<file path="src/rtl/vscale_hasti_arbiter.sv">
// ============================================================================
// vscale_hasti_arbiter
// ----------------------------------------------------------------------------
// Purpose:
//   Shares one HASTI (AHB-lite) slave port between two masters. A typical
//   setup is the on-chip SRAM as the slave, with the core's imem port as m0
//   and its dmem port as m1.
//
//   The address phase of the winning master goes straight through to the
//   slave. The arbiter records which master owns the data phase that
//   follows, and it stalls any master that is requesting but was not
//   granted by pulling that master's hready low.
//
//   A master can finish a data phase in the same cycle that its next
//   address phase is refused. In that case the slave's read data and
//   response are captured into a per-master hold register. The held values
//   are shown to that master until it is granted again.
//
// Ports:
//   hclk, hresetn            clock, asynchronous active-low reset
//   mN_haddr/hwrite/hsize/hburst/hmastlock/hprot/htrans
//                            master N address phase (inputs)
//   mN_hwdata                master N write data (data phase, input)
//   mN_hrdata/hready/hresp   read data, ready and response back to master N
//   s_haddr ... s_htrans     muxed address phase to the slave
//   s_hwdata                 write data of the current data-phase owner
//   s_hrdata/hready/hresp    slave read data, ready and response
// ============================================================================
module vscale_hasti_arbiter (
    input  logic        hclk,
    input  logic        hresetn,

    input  logic [31:0] m0_haddr,
    input  logic        m0_hwrite,
    input  logic [2:0]  m0_hsize,
    input  logic [2:0]  m0_hburst,
    input  logic        m0_hmastlock,
    input  logic [3:0]  m0_hprot,
    input  logic [1:0]  m0_htrans,
    input  logic [31:0] m0_hwdata,
    output logic [31:0] m0_hrdata,
    output logic        m0_hready,
    output logic        m0_hresp,

    input  logic [31:0] m1_haddr,
    input  logic        m1_hwrite,
    input  logic [2:0]  m1_hsize,
    input  logic [2:0]  m1_hburst,
    input  logic        m1_hmastlock,
    input  logic [3:0]  m1_hprot,
    input  logic [1:0]  m1_htrans,
    input  logic [31:0] m1_hwdata,
    output logic [31:0] m1_hrdata,
    output logic        m1_hready,
    output logic        m1_hresp,

    output logic [31:0] s_haddr,
    output logic        s_hwrite,
    output logic [2:0]  s_hsize,
    output logic [2:0]  s_hburst,
    output logic        s_hmastlock,
    output logic [3:0]  s_hprot,
    output logic [1:0]  s_htrans,
    output logic [31:0] s_hwdata,
    input  logic [31:0] s_hrdata,
    input  logic        s_hready,
    input  logic        s_hresp
);

    localparam logic [1:0] HTRANS_IDLE = 2'b00;
    localparam logic       HRESP_OKAY  = 1'b0;

    // Registered arbitration and data-phase state
    logic        last_grant;
    logic        lock_valid;
    logic        lock_owner;
    logic        dp_valid;
    logic        dp_owner;

    // Per-master hold registers
    logic [1:0]  hold_valid;
    logic [1:0]  hold_resp;
    logic [31:0] hold_data [2];

    // Combinational arbitration results
    logic [1:0]  req;
    logic [1:0]  grant;
    logic [1:0]  denied;
    logic [1:0]  owns_dp;
    logic [1:0]  hready_int;
    logic        grant_any;
    logic        winner;
    logic        lock_still_held;
    logic        winner_lock;

    // NONSEQ and SEQ both have htrans[1] set. IDLE and BUSY never ask for
    // the bus.
    assign req = {m1_htrans[1], m0_htrans[1]};

    // The lock holder keeps the bus only while it is still requesting and
    // still asserting hmastlock.
    assign lock_still_held = lock_owner ? (req[1] && m1_hmastlock)
                                        : (req[0] && m0_hmastlock);

    // Winner selection. Nothing is granted while the slave is stalling,
    // because an address phase is only accepted on an hready-high edge.
    // The order is: lock holder first, then a lone requester, and
    // round-robin when both masters request.
    always_comb begin
        grant_any = 1'b0;
        winner    = 1'b0;
        if (s_hready) begin
            if (lock_valid && lock_still_held) begin
                grant_any = 1'b1;
                winner    = lock_owner;
            end else if (req[0] && req[1]) begin
                grant_any = 1'b1;
                winner    = ~last_grant;
            end else if (req[0]) begin
                grant_any = 1'b1;
                winner    = 1'b0;
            end else if (req[1]) begin
                grant_any = 1'b1;
                winner    = 1'b1;
            end
        end
    end

    assign grant       = {grant_any && winner, grant_any && !winner};
    assign denied      = req & ~grant;
    assign owns_dp     = {dp_valid && dp_owner, dp_valid && !dp_owner};
    assign winner_lock = winner ? m1_hmastlock : m0_hmastlock;

    // Arbitration history and lock tracking. These only move when the slave
    // accepts an address phase. When a cycle grants nothing, the previous
    // owner has gone idle or dropped its lock, so the lock is released.
    always_ff @(posedge hclk or negedge hresetn) begin
        if (!hresetn) begin
            last_grant <= 1'b1;
            lock_valid <= 1'b0;
            lock_owner <= 1'b0;
        end else if (s_hready) begin
            if (grant_any) begin
                last_grant <= winner;
                lock_owner <= winner;
                lock_valid <= winner_lock;
            end else begin
                lock_valid <= 1'b0;
            end
        end
    end

    // Data-phase ownership follows the address phase that was just
    // accepted. It is frozen while the slave inserts wait states.
    always_ff @(posedge hclk or negedge hresetn) begin
        if (!hresetn) begin
            dp_valid <= 1'b0;
            dp_owner <= 1'b0;
        end else if (s_hready) begin
            dp_valid <= grant_any;
            dp_owner <= winner;
        end
    end

    // Hold capture and release. A master whose data phase completes while
    // its next request is refused would otherwise miss the slave's data,
    // because its hready is low on that edge. The values are parked here
    // until the master wins the bus again. Capture and release cannot
    // happen in the same cycle: capture needs the master to be refused,
    // and release needs it to be granted.
    always_ff @(posedge hclk or negedge hresetn) begin
        if (!hresetn) begin
            hold_valid   <= 2'b00;
            hold_resp    <= 2'b00;
            hold_data[0] <= 32'h0;
            hold_data[1] <= 32'h0;
        end else begin
            for (int i = 0; i < 2; i++) begin
                if (s_hready && owns_dp[i] && denied[i]) begin
                    hold_valid[i] <= 1'b1;
                    hold_resp[i]  <= s_hresp;
                    hold_data[i]  <= s_hrdata;
                end else if (grant[i]) begin
                    hold_valid[i] <= 1'b0;
                end
            end
        end
    end

    // Ready back to each master. A refused request stalls the master. A
    // master that owns the data phase sees the slave's hready. Anyone else
    // is free to proceed.
    always_comb begin
        hready_int = 2'b11;
        for (int i = 0; i < 2; i++) begin
            if (denied[i]) begin
                hready_int[i] = 1'b0;
            end else if (owns_dp[i]) begin
                hready_int[i] = s_hready;
            end
        end
    end

    assign m0_hready = hready_int[0];
    assign m1_hready = hready_int[1];

    // Held values take precedence over live slave data. A response is only
    // passed through to the master that actually owns the data phase.
    assign m0_hrdata = hold_valid[0] ? hold_data[0] : s_hrdata;
    assign m1_hrdata = hold_valid[1] ? hold_data[1] : s_hrdata;
    assign m0_hresp  = hold_valid[0] ? hold_resp[0]
                                     : (owns_dp[0] ? s_hresp : HRESP_OKAY);
    assign m1_hresp  = hold_valid[1] ? hold_resp[1]
                                     : (owns_dp[1] ? s_hresp : HRESP_OKAY);

    // Address-phase mux. When nothing is granted, winner is 0, so the slave
    // sees m0's fields together with an IDLE transfer.
    assign s_haddr     = winner ? m1_haddr     : m0_haddr;
    assign s_hwrite    = winner ? m1_hwrite    : m0_hwrite;
    assign s_hsize     = winner ? m1_hsize     : m0_hsize;
    assign s_hburst    = winner ? m1_hburst    : m0_hburst;
    assign s_hmastlock = winner ? m1_hmastlock : m0_hmastlock;
    assign s_hprot     = winner ? m1_hprot     : m0_hprot;
    assign s_htrans    = grant_any ? (winner ? m1_htrans : m0_htrans)
                                   : HTRANS_IDLE;

    // Write data belongs to whoever owns the current data phase
    assign s_hwdata = dp_owner ? m1_hwdata : m0_hwdata;

endmodule

</file>
<file path="config.mk">
export PLATFORM = sky130hd
export DESIGN_NAME = vscale_hasti_arbiter
export DESIGN_NICKNAME = d
export VERILOG_FILES = /design/src/rtl/vscale_hasti_arbiter.sv
export SDC_FILE = /design/constraint.sdc
export NUM_CORES = 1
export LEC_CHECK = 0
export CORE_AREA = 2 2 130 132
export DETAILED_ROUTE_END_ITERATION = 6
export DIE_AREA = 0 0 132 134
export DONT_BUFFER_PORTS = 1
export MAX_ROUTING_LAYER = met4
export PLACE_DENSITY_LB_ADDON = 0.08
export SLEW_MARGIN = 20
export SYNTH_ARGS = -nofsm -noshare
export SYNTH_HDL_FRONTEND = slang
export SYNTH_SLANG_ARGS = --single-unit
</file>
<file path="constraint.sdc">
create_clock -name hclk -period 3 [get_ports hclk]
set_input_delay 0.45 -clock hclk [delete_from_list [all_inputs] [get_ports hclk]]
set_output_delay 0.45 -clock hclk [all_outputs]
set_load 0.05 [all_outputs]
</file>
**After elaboration in Yosys (flattened, before gate mapping)**

Index checks and enable logic that the tools add are counted.

- Bits in registers: 73
- Bits of input ports: 192
- Word-level logic and storage cells: 65

- Muxes and demuxes: 34
- Bitwise gates (word level): 3
- Reductions and logical operators: 17

Operators by type and width:

| cell | number |
|---|---|
| 32-bit 2-to-1 mux | 4 |
| 1-bit 2-to-1 mux | 25 |
| 1-bit logical AND | 12 |
| 3-bit 2-to-1 mux | 2 |
| 2-bit 2-to-1 mux | 2 |
| 4-bit 2-to-1 mux | 1 |
| 2-bit nonzero test | 2 |
| 2-bit AND | 1 |
| 1-bit zero test | 2 |
| 2-bit inverter | 1 |
| 2-bit AND reduction | 1 |
| 1-bit inverter | 1 |

**Depth between registers and ports, before layout**

Gate-level depths: netlist of the first run.

- Depth after elaboration: 11
- Gate-level depth with buffers: 7
- Mapped depth without buffers: 4

**Least setup slack after synthesis of the first run**

Ideal clock, no wire load.

- Path type: flip-flop to output port
- Start point: reg dp_owner
- End point: out m0_hresp
- Data arrival time: 1,995 ps
- Slack: 555 ps
- Stages on the path, launching flop included: 5
- Path buffers: 2
- Cell sequence: dfrtp_1 > buf_4 > clkbuf_1 > nand3b_1 > o21ai_0

- Longest elaborated chain between the ends: 4

RTL lines:

| element | line | text |
|---|---|---|
| start: declaration | 78 | `logic dp_owner;` |
| start signal: assignment | 161 | `dp_owner <= winner;` |
| 1-bit zero test | 131 | `assign owns_dp = {dp_valid && dp_owner, dp_valid && !dp_owner};` |
| 1-bit logical AND | 131 |  |
| 1-bit 2-to-1 mux | 212 | `: (owns_dp[0] ? s_hresp : HRESP_OKAY);` |
| 1-bit 2-to-1 mux | 211 | `assign m0_hresp = hold_valid[0] ? hold_resp[0]` |
| end: declaration | 43 | `output logic m0_hresp,` |

Every way passes these cells.

**Final worst setup path of the first run**

- Start point: reg lock_valid
- End point: out s_hwrite

- Longest elaborated chain between the ends: 4

RTL lines:

| element | line | text |
|---|---|---|
| start: declaration | 75 | `logic lock_valid;` |
| start signal: assignment | 146 | `lock_valid <= winner_lock;` |
| 1-bit logical AND | 113 | `if (lock_valid && lock_still_held) begin` |
| 1-bit 2-to-1 mux | 113 |  |
| 1-bit 2-to-1 mux | 112 | `if (s_hready) begin` |
| 1-bit 2-to-1 mux | 219 | `assign s_hwrite = winner ? m1_hwrite : m0_hwrite;` |
| end: declaration | 58 | `output logic s_hwrite,` |

Every way passes these cells.

==> run summary, run 1 <==
Data arrival time of the critical path = 2.21 ns
Overall die height = 134 um
Final number of hold-violating endpoints = 6
First-pass GRT wire length = 22.1 mm
Starting density of the core = 29.7%
Number of library cell types mapped by synthesis = 37
Clock sink total = 73
Cell Area, Synth = 4840 um^2
Final weighted congestion in routability-driven placement = 0.846
Simple-gate share of the synthesized area = 2.82%
Clock input transition at the sequential cells of the worst setup and hold paths = 0.06 ns
Proportion of synthesized chip area in sequential cells = 37.8%
PwrDens = 933 nW/um^2
Cell types with the largest area share after synthesis = sky130_fd_sc_hd__dfrtp_1 37%, sky130_fd_sc_hd__mux2_2 33%, sky130_fd_sc_hd__mux2_4 17%
Post-cts gate resize count = 0
Crit share post-route = 88.8%
Sw frac = 44.9%
Number of slew-limit violations in the final report = 0
Violated checks = hold timing
Worst path cell trace = a21oi_2, nor3_1, nor3_4, buf_12, mux2_2
Critical path's largest stage delay = 0.51 ns
Int Pwr = 2760 uW
Cell with the largest stage delay on the worst path = sky130_fd_sc_hd__mux2_2
DRC violation count after routing = 0
Initial antenna violation count = 0
Max Fclk = 0.375 GHz
Number of search-and-repair iterations in the first detailed-routing pass = 4
Number of inserted diodes = 0
Initial detailed-routing violation count = 142
Async set-reset flop share out of synthesis = 100%
Syn_nets = 546
Hold WC Path Type = in -> async
Most used flip-flop cell after synthesis = sky130_fd_sc_hd__dfrtp_1
Global Route met3 Usage = 6.92%
Number of nets at the end of the flow = 542
Vias in the first global route = 3132
Clock Path Buffers = 2
Top-level port count = 338
Post-synthesis compound-gate area fraction = 2.90%
Deepest level of the CTS H-tree = 3
Critical-path maximum fanout = 44
Relative contribution of the clock network to total power = 21.8%
Relative slew slack = 36.5%
Grt total ovfl = 0
Count of synthesis-stage warnings from yosys = 0
Run status = finished with violations
Number of vias per cell after detailed routing = 5.14
Final HPWL from detailed placement = 12.1 mm
Most crowded layer after global routing = met2
CTS Root Buffer Type = sky130_fd_sc_hd__clkbuf_16
Req. time, crit path = 2.55 ns
Met1 global-route usage = 23.7%
Post-CTS repair timing setup buffer count = 0
Xor and xnor area share after synthesis = 0%
Number of max-cap violations = 0
Final WL = 15.8 mm
Flop and latch count out of synthesis = 73
Crit. End Element = primary output
Area of the core = 16300 um^2
Wire length per cell after detailed routing = 27.4 um
Switching component of the power = 2250 uW
Number of fill cells in the layout = 1649
Number of enable flip-flop cells after synthesis = 0
Sequential share of power = 31.4%
Synthesized area per cell = 13.7 um^2
Share of Yosys cell area claimed by the top area cell type = 37.2%
Largest net degree at the start of global routing = 74
Total via count in the routed design = 2954
Fraction of layout cells with a size suffix above 1 = 65.6%
Clock insertion delay at the later pin of the skew report = 0.34 ns
Maximum vdd ir drop = 0.274 mV
Leakage power figure = 0.00237 uW
Clock tree skew after final layout = 0.00843 ns
Die area = 17700 um^2
Count of port buffers added during placement = 0
Number of instances in the synthesized netlist = 354
Final Util = 32.9%
Pre-CTS worst setup slack = 0.693 ns
Final setup slack of the worst path = 0.336 ns
Top cell types by occurrence after synthesis = 141 x sky130_fd_sc_hd__mux2_2, 72 x sky130_fd_sc_hd__dfrtp_1, 56 x sky130_fd_sc_hd__mux2_4, 8 x sky130_fd_sc_hd__mux2_1, 7 x sky130_fd_sc_hd__nand2_1
Startpoint Class = flop
Setup Crit Path Kind = reg -> out
# rows = 47
Shortest period the worst path allows = 2.66 ns
Global routing usage summed across all routing layers = 17.7%
Post-synth top area cell = sky130_fd_sc_hd__dfrtp_1
Relative contribution of combinational cells to total power = 46.7%
Share of synthesized area spent on multiplexers = 52.0%
Remaining number of nets flagged by the antenna check after routing = 0
TritonCTS clock tree = built
Largest family of logic cells by synthesized area = multiplexers
Most common cell in the synthesized netlist = sky130_fd_sc_hd__mux2_2
Fraction of the mapped netlist area in adder cells = 0%
Met2 capacity usage during global routing = 24.3%
Smallest hold slack = -0.00795 ns
Inserted Clock Buffers = 9
Setup TNS Final = 0 ns
Area Overhead vs Synth = 10.9%
Unrepaired setup endpoints after global routing = false
Slew @ Worst Pin = 0.952 ns
Final instance area = 5370 um^2
Placed standard-cell area = 5040 um^2
Setup violation total in the final timing report = 0
Count of hold buffers inserted by post-cts repair = 1
Die Wd = 132 um
-- power groups by stage --
stage          logic [uW]  registers [uW]  clock network [uW]
6_report             2340            1570                1090
5_1_grt              2430            1630                1180
4_1_cts              2360            1580                1140
3_5_place_dp         2330            1590                   0
3_3_place_gp         2320            1580                   0
2_1_floorplan        2190            1460                   0
-- sequential cells by signal (all words and copies together) (netlist names) --
name and count:
lock_valid 1, lock_owner 1, last_grant 1, dp_valid 1, dp_owner 1, hold_valid 2, hold_data 64, hold_resp 2
-- kinds of logic after synthesis --
group	count (synthesis)
muxes	205
and+or+nand+nor	26
AOI/OAI and AO/OA	19
buffers and inverters	31
DFF	73
-- layer usage --
| metal | share of wire (%) | routed length [um] |
|---|---|---|
| met5 | 0 | 0 |
| met2 | 43 | 6860 |
| met3 | 9.0 | 1420 |
| met1 | 46 | 7190 |
| met4 | 1.9 | 301 |
-- area by class of cell --
type                            instances  area, um^2  share of cell area [%]
Multi-Input combinational cell        250        2800                    52.2
Sequential cell                        73        1830                    34.1
Tap cell                              220         275                    5.13
Clock buffer                           12         246                    4.59
Timing Repair Buffer                   11         140                    2.61
Clock inverter                          4        51.3                   0.956
Inverter                                5        18.8                   0.350
-- worst max-delay path: cells and delay by family (launching register included) --
family	cells	cell delay, ns
muxes	1	0.51
DFF	1	0.41
and+or+nand+nor	2	0.39
buffers and inverters	1	0.31
AOI/OAI and AO/OA	1	0.21
-- placed cells by master (no fill, tap or decap), drive strengths merged, types with 2 or more instances in the layout --
master | netlist | routed
mux2 | 205 | 205
dfrtp | 72 | 72
clkbuf | 5 | 12
buf | 21 | 11
nand2 | 8 | 8
nor2 | 6 | 6
inv | 5 | 6
o21ai | 5 | 5
a21o | 4 | 4
nor3 | 4 | 4
nand3 | 2 | 2
a31oi | 2 | 2
nor3b | 2 | 2
a21oi | 2 | 2
-- path summary, 6_finish.rpt --
check	to	startpoint	depth (start not counted)	slack [ns]
min in group hclk	hold_valid[0]$_DFFE_PN0P_	m0_htrans[1]	1	0.20
max in group asynchronous	last_grant$_DFFE_PN1P_	hresetn	1	2.64
worst min register to register	hold_data[0]$_DFFE_PN0P_	hold_data[0]$_DFFE_PN0P_	1	0.49
worst max register to register	hold_data[34]$_DFFE_PN0P_	last_grant$_DFFE_PN1P_	5	0.87
worst max-delay path	s_hwrite	lock_valid$_DFFE_PN0P_	5	0.34
worst min-delay path	hold_data[52]$_DFFE_PN0P_	hresetn	1	-0.008
-- per-stage QoR --
step,total power [uW],cells,hold WS [ns]
after floorplan,3650,354,0.154
final,5010,575,-0.00795
after detailed placement,3910,558,0.156
after CTS,5080,575,0.00885
after global routing,5240,575,0.00332
after global placement,3900,558,0.156
Note: power is estimated with default switching activity, not from simulation.
==> run 2: changes to the inputs <==
Settings changed: CTS_CLUSTER_DIAMETER from default to 150.
==> results of run 2 <==
Final layout, timing and power as in run 1 (identical DEF).
==> run 3: changes to the inputs <==
Settings changed: CORE_AREA 2 2 130 132 to 2 2 133 135, CTS_BUF_LIST from default to sky130_fd_sc_hd__clkbuf_4 sky130_fd_sc_hd__clkbuf_8, DIE_AREA 0 0 132 134 to 0 0 135 137.
==> run 3 against run 2 <==
  * The flow now finishes without violations
  * Design area shrank 1.9%
  * Clock power down 28%
  * Total power down 6.2%
  * Core utilization fell by 2.1 points
  * Flip-flop and latch count unchanged
  * Worst hold slack improved by 0.19 ns
  * Sequential power decreased by 4%
  * Sequential share of layout area increased by 0.66 points
  * First-iteration DRC count down 38%
  * Register-to-register slack got worse by 0.09 ns
  * Fmax fell by 1.7%
  * Clock-buffer cell count down 1
  * Highest routed layer unchanged
==> run summary, run 3 (synthesized netlist as in run 1, its figures left out) <==
Final HPWL from detailed placement = 12.0 mm
# rows = 48
Area of the core = 17100 um^2
Commonest non-fill, non-tap cell in the layout = sky130_fd_sc_hd__mux2_2
Initial detailed-routing violation count = 88
DRC violation count after routing = 0
Data arrival time of the critical path = 2.26 ns
TritonCTS clock tree = built
CTS Root Buffer Type = sky130_fd_sc_hd__clkbuf_8
Largest net degree at the start of global routing = 74
Grt total ovfl = 0
Number of search-and-repair iterations in the first detailed-routing pass = 4
First-pass GRT wire length = 21.0 mm
Most frequent cells in the layout = 141 x sky130_fd_sc_hd__mux2_2, 70 x sky130_fd_sc_hd__dfrtp_1, 56 x sky130_fd_sc_hd__mux2_4, 10 x sky130_fd_sc_hd__buf_4, 9 x sky130_fd_sc_hd__clkbuf_8
Reg2reg setup slack = 0.78 ns
Final weighted congestion in routability-driven placement = 0.807
Relative slew slack = 38.6%
Wire length per cell after detailed routing = 27.5 um
Post-cts gate resize count = 0
Flip-flop and latch area = 1830 um^2
Number of slew-limit violations in the final report = 0
Setup TNS Final = 0 ns
Total via count in the routed design = 2971
Final WL = 16.0 mm
Crit share post-route = 90.3%
Top-level port count = 338
Global routing usage summed across all routing layers = 16.7%
PwrDens = 892 nW/um^2
Clock Path Buffers = 2
Slew @ Worst Pin = 0.918 ns
Count of port buffers added during placement = 0
Clock tree skew after final layout = 0.00729 ns
Max Fclk = 0.369 GHz
Clock sink total = 73
Inserted Clock Buffers = 9
Setup violation total in the final timing report = 0
Deepest level of the CTS H-tree = 3
Fraction of layout cells with a size suffix above 1 = 66.1%
Number of max-cap violations = 0
Area Overhead vs Synth = 8.79%
Multi-input gate area = 2800 um^2
Overall die height = 137 um
Post-route total power = 4700 uW
Starting density of the core = 28.4%
Clock insertion delay at the later pin of the skew report = 0.36 ns
Largest registers in the final layout = hold_data x64, hold_resp x2, hold_valid x2
Largest register by flop count = hold_data
Startpoint Class = flop
Number of vias per cell after detailed routing = 5.10
Leakage power figure = 0.00232 uW
Unrepaired setup endpoints after global routing = false
Remaining number of nets flagged by the antenna check after routing = 0
Initial antenna violation count = 2
Post-CTS repair timing setup buffer count = 0
Flip-flop count of the largest register, all copies and words added = 64
Die area = 18500 um^2
Number of nets at the end of the flow = 544
Req. time, crit path = 2.55 ns
Crit. End Element = primary output
Shortest period the worst path allows = 2.71 ns
Clock input transition at the sequential cells of the worst setup and hold paths = 0.08 ns
Maximum vdd ir drop = 0.269 mV
Hold WC Path Type = in -> reg
Die Wd = 135 um
Number of fill cells in the layout = 1748
Run status = complete, no violations
Setup Crit Path Kind = reg -> out
Final number of hold-violating endpoints = 0
Critical-path maximum fanout = 43
Vias in the first global route = 3075
==> run 3: where the power goes <==
part | internal, uW | switching, uW | total (uW)
registers | 1330 | 182 | 1510
clock network | 402 | 386 | 788
logic | 754 | 1640 | 2400
total | 2490 | 2210 | 4700
==> run 3: path summary, 6_finish.rpt <==
path	from	to	depth (start not counted)
worst max-delay path	lock_valid$_DFFE_PN0P_	s_hwrite	5
worst min-delay path	m0_htrans[1]	hold_valid[0]$_DFFE_PN0P_	1
worst max register to register	last_grant$_DFFE_PN1P_	hold_resp[1]$_DFFE_PN0P_	5
worst min register to register	hold_data[2]$_DFFE_PN0P_	hold_data[2]$_DFFE_PN0P_	1
max in group asynchronous	hresetn	last_grant$_DFFE_PN1P_	2
min in group asynchronous	hresetn	hold_data[50]$_DFFE_PN0P_	2
==> run 3: area by class of cell <==
class | instances | share of cell area, %
Antenna cell | 1 | 0.0475
Clock buffer | 11 | 2.64
Clock inverter | 5 | 1.07
Inverter | 5 | 0.356
Multi-Input combinational cell | 250 | 53.3
Sequential cell | 73 | 34.8
Tap cell | 225 | 5.35
Timing Repair Buffer | 13 | 2.52
==> run 3: metal layers <==
metal / global-route usage (%) / share of wire (%)
met1: 19.4 / 41
met2: 22.9 / 44
met3: 11.4 / 14
met4: 5.27 / 1.4
met5: - / 0
==> run 3: worst max-delay path, stage by stage (launching register included) <==
cell and delay, ns:
sky130_fd_sc_hd__dfrtp_1 0.42, sky130_fd_sc_hd__a21oi_2 0.20, sky130_fd_sc_hd__nor3_1 0.11, sky130_fd_sc_hd__nor3_4 0.31, sky130_fd_sc_hd__buf_12 0.32, sky130_fd_sc_hd__mux2_2 0.51
==> run 3: timing repair <==
item                                    in CTS  in global routing
hold buffers                                 2                  0
endpoints found under the hold margin       73                  0
endpoints found under the setup margin       0                  0
==> run 3: through the flow <==
stage | cell area [um^2] | setup slack [ns] | std cells | utilization [%] | hold slack (ns)
2_1_floorplan | 4840 | 0.555 | 354 | - | 0.154
6_report | 5270 | 0.290 | 583 | 30.9 | 0.179
3_5_place_dp | 5030 | 0.678 | 564 | 29.5 | 0.157
5_1_grt | 5270 | 0.116 | 583 | 30.9 | 0.147
4_1_cts | 5260 | 0.256 | 582 | 30.9 | 0.137
3_3_place_gp | 5030 | 0.701 | 564 | 29.5 | 0.157
